[config.mk]
export PLATFORM = sky130hd
export DESIGN_NAME = logic_op_pipe
export DESIGN_NICKNAME = d
export VERILOG_FILES = /design/src/rtl/logic_op_pipe.sv
export SDC_FILE = /design/constraint.sdc
export NUM_CORES = 1
export LEC_CHECK = 0
export ABC_AREA = 1
export CAP_MARGIN = 40
export CORE_ASPECT_RATIO = 0.7
export CORE_MARGIN = 8
export CORE_UTILIZATION = 50
export CTS_CLUSTER_DIAMETER = 50
export CTS_CLUSTER_SIZE = 8
export DETAILED_ROUTE_END_ITERATION = 8
export PLACE_DENSITY = 0.8
export SLEW_MARGIN = 0
export SYNTH_ARGS = -nofsm -noshare
export SYNTH_HDL_FRONTEND = slang
export SYNTH_SLANG_ARGS = --single-unit
export TNS_END_PERCENT = 50
[constraint.sdc]
create_clock -name CLK -period 2.4 [get_ports CLK]
set_clock_uncertainty 0.2 [all_clocks]
set_input_delay 0.48 -clock CLK [delete_from_list [all_inputs] [get_ports CLK]]
set_output_delay 0.48 -clock CLK [all_outputs]
set_load 0.02 [all_outputs]
[src/rtl/logic_op_pipe.sv]
// logic_op_pipe: two-stage pipelined 32-bit logic-operation unit (AND/OR/NOR/INV).
// S1 registers A/B/OPRN, S2 registers Y/ZERO. Valid/ready handshakes on both
// sides absorb upstream and downstream stalls without losing data.
//
// Ports:
//   CLK, RST             clock, synchronous active-high reset
//   A, B, OPRN           operands and op code (00 AND, 01 OR, 10 NOR, 11 INV)
//   IN_VALID / IN_READY  upstream handshake (IN_READY is combinational)
//   Y, ZERO, OUT_VALID   registered result, zero flag, result-valid
//   OUT_READY            downstream consumes this cycle
//   OPS_DONE             wrapping count of consumed results
//   PARITY               registered XOR-reduction of the result
//                        (present only when LOGIC_OP_PIPE_PARITY_EN is defined)

// 32-bit bitwise AND gate block.
module logic_op_and32 #(
   parameter int unsigned WIDTH = 32
) (
   input  logic [WIDTH-1:0] a,
   input  logic [WIDTH-1:0] b,
   output logic [WIDTH-1:0] y
);
   assign y = a & b;
endmodule

// 32-bit bitwise OR gate block.
module logic_op_or32 #(
   parameter int unsigned WIDTH = 32
) (
   input  logic [WIDTH-1:0] a,
   input  logic [WIDTH-1:0] b,
   output logic [WIDTH-1:0] y
);
   assign y = a | b;
endmodule

// 32-bit bitwise NOR gate block.
module logic_op_nor32 #(
   parameter int unsigned WIDTH = 32
) (
   input  logic [WIDTH-1:0] a,
   input  logic [WIDTH-1:0] b,
   output logic [WIDTH-1:0] y
);
   assign y = ~(a | b);
endmodule

// 32-bit bitwise inverter block.
module logic_op_inv32 #(
   parameter int unsigned WIDTH = 32
) (
   input  logic [WIDTH-1:0] a,
   output logic [WIDTH-1:0] y
);
   assign y = ~a;
endmodule

module logic_op_pipe #(
   parameter int unsigned DATA_WIDTH = 32,
   parameter int unsigned CNT_WIDTH  = 16
) (
   input  logic                  CLK,
   input  logic                  RST,
   input  logic [DATA_WIDTH-1:0] A,
   input  logic [DATA_WIDTH-1:0] B,
   input  logic [1:0]            OPRN,
   input  logic                  IN_VALID,
   output logic                  IN_READY,
   output logic [DATA_WIDTH-1:0] Y,
   output logic                  ZERO,
   output logic                  OUT_VALID,
   input  logic                  OUT_READY,
   output logic [CNT_WIDTH-1:0]  OPS_DONE
`ifdef LOGIC_OP_PIPE_PARITY_EN
   ,
   output logic                  PARITY
`endif
);

   localparam logic [1:0] OP_AND = 2'b00;
   localparam logic [1:0] OP_OR  = 2'b01;
   localparam logic [1:0] OP_NOR = 2'b10;

   // Stage 1 state
   logic [DATA_WIDTH-1:0] a_q, a_d;
   logic [DATA_WIDTH-1:0] b_q, b_d;
   logic [1:0]            op_q, op_d;
   logic                  s1_valid_q, s1_valid_d;

   // Stage 2 state
   logic [DATA_WIDTH-1:0] y_q, y_d;
   logic                  zero_q, zero_d;
   logic                  out_valid_q, out_valid_d;
   logic [CNT_WIDTH-1:0]  ops_done_q, ops_done_d;
`ifdef LOGIC_OP_PIPE_PARITY_EN
   logic                  parity_q, parity_d;
`endif

   logic                  s1_adv;
   logic                  in_ready_int;
   logic                  in_accept;
   logic                  out_drain;

   logic [DATA_WIDTH-1:0] and_y, or_y, nor_y, inv_y;
   logic [DATA_WIDTH-1:0] res;

   // Gate-level operation blocks fed from stage 1
   logic_op_and32 #(.WIDTH(DATA_WIDTH)) u_and (.a(a_q), .b(b_q), .y(and_y));
   logic_op_or32  #(.WIDTH(DATA_WIDTH)) u_or  (.a(a_q), .b(b_q), .y(or_y));
   logic_op_nor32 #(.WIDTH(DATA_WIDTH)) u_nor (.a(a_q), .b(b_q), .y(nor_y));
   logic_op_inv32 #(.WIDTH(DATA_WIDTH)) u_inv (.a(a_q), .y(inv_y));

   // Result select by the stage-1 op code
   always_comb begin
      res = inv_y;
      case (op_q)
         OP_AND:  res = and_y;
         OP_OR:   res = or_y;
         OP_NOR:  res = nor_y;
         default: res = inv_y;
      endcase
   end

   // Handshake: S1 moves when S2 is empty or being drained this cycle
   always_comb begin
      s1_adv       = s1_valid_q && (!out_valid_q || OUT_READY);
      in_ready_int = !s1_valid_q || s1_adv;
      in_accept    = IN_VALID && in_ready_int;
      out_drain    = out_valid_q && OUT_READY;
   end

   // Next-state logic for both stages and the completion counter
   always_comb begin
      a_d         = a_q;
      b_d         = b_q;
      op_d        = op_q;
      s1_valid_d  = s1_valid_q;
      y_d         = y_q;
      zero_d      = zero_q;
      out_valid_d = out_valid_q;
      ops_done_d  = ops_done_q;
`ifdef LOGIC_OP_PIPE_PARITY_EN
      parity_d    = parity_q;
`endif

      // Accept wins over advance so a pass-through keeps s1_valid set
      if (in_accept) begin
         a_d        = A;
         b_d        = B;
         op_d       = OPRN;
         s1_valid_d = 1'b1;
      end else if (s1_adv) begin
         s1_valid_d = 1'b0;
      end

      if (s1_adv) begin
         y_d         = res;
         zero_d      = (res == '0);
         out_valid_d = 1'b1;
`ifdef LOGIC_OP_PIPE_PARITY_EN
         parity_d    = ^res;
`endif
      end else if (out_drain) begin
         out_valid_d = 1'b0;
      end

      if (out_drain) begin
         ops_done_d = ops_done_q + CNT_WIDTH'(1);
      end
   end

   // State registers; reset discards any in-flight operations
   always_ff @(posedge CLK) begin
      if (RST) begin
         a_q         <= '0;
         b_q         <= '0;
         op_q        <= '0;
         s1_valid_q  <= 1'b0;
         y_q         <= '0;
         zero_q      <= 1'b0;
         out_valid_q <= 1'b0;
         ops_done_q  <= '0;
`ifdef LOGIC_OP_PIPE_PARITY_EN
         parity_q    <= 1'b0;
`endif
      end else begin
         a_q         <= a_d;
         b_q         <= b_d;
         op_q        <= op_d;
         s1_valid_q  <= s1_valid_d;
         y_q         <= y_d;
         zero_q      <= zero_d;
         out_valid_q <= out_valid_d;
         ops_done_q  <= ops_done_d;
`ifdef LOGIC_OP_PIPE_PARITY_EN
         parity_q    <= parity_d;
`endif
      end
   end

   assign IN_READY  = in_ready_int;
   assign Y         = y_q;
   assign ZERO      = zero_q;
   assign OUT_VALID = out_valid_q;
   assign OPS_DONE  = ops_done_q;
`ifdef LOGIC_OP_PIPE_PARITY_EN
   assign PARITY    = parity_q;
`endif

endmodule

==> metrics <==
status=completed; top_reg_cell synth=dfxtp_1; Critical Path, Cell by Cell=clkdlybuf4s50_1; initial antenna violation count=0; crit-path max FO=4; Post-Place Cells=976; Max Transition Viols Final=0; type of origin of the critical path=flip-flop; most common cell in the netlist=nand2_1; worst path bufs/invs=1; CP endpoint kind=output pin; post-synthesis sequential area ratio=0.453; Yosys top cell by area=dfxtp_1; H-tree levels=4; Synth top cells by count=177 x nand2_1, 121 x o21ai_0, 117 x dfxtp_1; HPWL Detailed=10.5 mm; number of global-route vias before repair=5200; Slew HR=0.672; RSZ-0062 raised after global routing=no; CTS tree=built; drt first pass iters=5; Ant. Diodes=0; Critical Path RT=1.72 ns; FMAX=466 MHz; Post-Route WL=14.8 mm; post-placement worst setup slack=-0.0299 ns; Worst-Skew Late Latency=0.41 ns; Mapped Cells=748; count of buffers from port buffering=120; critical path's top delay family=buffers and inverters; synth warn=0; crit-path max cell delay=0.66 ns; Vias per Instance=5.26; Antenna Nets Post-Route=0; post-CTS setup repair buffer count=0; fill count=803; layout cells sized above 1=0.0698; Post-synth EDFFs=0; Slew @ Worst Pin=0.492 ns; Placer Congestion=0.838; Pwr Total=0.00530 W; die width=138 um; post-synthesis net count=819; CTS sink count=117; largest net degree at the start of global routing=44; final worst slack=0.252 ns; fin cells=1006; max_cap viols=0; Tmin final=2.15 ns; Die Span Y=101 um; CP arrival=1.47 ns; CTS root buf=clkbuf_16; syn_area_per_cell=6.92 um2; die area=13900 um2; Cell Area, Synth=5170 um2; fin crit share=0.895; Yosys reg bits=117; clk buf depth=2; vias=5294; Yosys top cell area share=0.453; CP max-delay cell=clkdlybuf4s50_1; power density over cell area=744 nW/um2; Core Rows=31; Synth cell types=27; area of the core=10200 um2; area delta synth->final=37.7%; Hold Crit Class=reg -> reg; wire per inst=14.7 um; total grt overflow=0; number of remaining DRC errors=0; Num CTS Buffers=17; Initial Utilization=0.507; boundary pin count=121; final core utilization=0.698; largest cells by area after synthesis=dfxtp_1 45%, nand2_1 13%, o21ai_0 12%, a21oi_1 10%, inv_1 5.2%; clk slew on worst S/H paths=0.05 ns; Final #Nets=934; CP Class=reg -> out; drt initial violations=425; Max VDD drop=0.485 mV; GRT Util Overall=0.218; final setup vio count=0; first-pass GRT wire length=24.2 mm; asr flop ratio synth=0; Pleak=3.01 nW; Final Hold Viols=0
[cell families (layout without fill, tap and decap cells)]
| logic type | count (synthesis) | after routing | share of synthesized area |
|---|---|---|---|
| AO/OA/AOI/OAI | 260 | 260 | 0.254 |
| XOR/XNOR | 1 | 1 | 0.00169 |
| adder cells (fa/ha/maj) | 1 | 1 | 0.00242 |
| buffers and inverters | 120 | 246 | 0.0931 |
| flip-flops | 117 | 117 | 0.453 |
| AND/OR/NAND/NOR | 249 | 249 | 0.196 |
[stage by stage]
stage / hold slack (ns) / setup TNS, ns / instance area (um2)
after floorplan: 0.244 / 0 / 5170
after global placement: 0.250 / 0 / 6590
after detailed placement: 0.256 / -0.0577 / 6590
after CTS: 0.264 / 0 / 7120
after global routing: 0.290 / 0 / 7120
final: 0.265 / 0 / 7120
[cell type report]
type                    instances  area, um2  area share
inverters                      76        285      0.0400
clock inverters                 5       50.0     0.00703
flip-flops and latches        117       2340       0.329
multi-input cells             511       2360       0.331
repair buffers                140       1440       0.202
clock buffers                  25        485      0.0682
well taps                     132        165      0.0232
[final timing paths]
| path | to | from | cells after the start | slack [ns] |
|---|---|---|---|---|
| hold reg to reg | a_q[25] | a_q[25] | 2 | 0.26 |
| setup / recovery | OPS_DONE[0] | OPS_DONE[0] | 1 | 0.25 |
| hold / removal | a_q[25] | a_q[25] | 2 | 0.26 |
| setup reg to reg | ZERO | op_q[0] | 12 | 0.35 |
[cells in the final DEF (no fill, tap or decap), drive strengths merged]
master	count
xor2	1
a21oi	104
a31oi	1
nand2	179
a21boi	1
bufinv	1
clkdlybuf4s50	119
inv	76
o21ai	150
nor3	4
nor3b	2
a211oi	1
clkinv	4
dlygate4sd2	1
buf	20
nor2	52
a22oi	3
ha	1
dfxtp	117
clkbuf	25
nand3	12
[flip-flops by register name, summed over array words and instances, names as in the netlist]
| signal | flops |
|---|---|
| OPS_DONE | 16 |
| OUT_VALID | 1 |
| Y | 32 |
| ZERO | 1 |
| a_q | 32 |
| b_q | 32 |
| op_q | 2 |
| s1_valid_q | 1 |
[power breakdown]
part / switching (W) / internal, W
clock network: 0.000818 / 0.00148
registers: 0.0000746 / 0.00207
logic: 0.000475 / 0.000374
total: 0.00137 / 0.00393
[repair_timing]
| action | in CTS | in global routing |
|---|---|---|
| hold buffers | 0 | 0 |
| resized for setup | 1 | 0 |
| setup endpoints to repair | 1 | 0 |
[per-layer routing]
| metal | global-route usage | vias up | part of all wire |
|---|---|---|---|
| li1 | - | 2663 | - |
| met1 | 0.268 | 2415 | 0.45 |
| met2 | 0.349 | 195 | 0.45 |
| met3 | 0.0722 | 21 | 0.084 |
| met4 | 0.0749 | 0 | 0.016 |
| met5 | 0 | - | 0 |
Note: power is estimated with default switching activity, not from simulation.
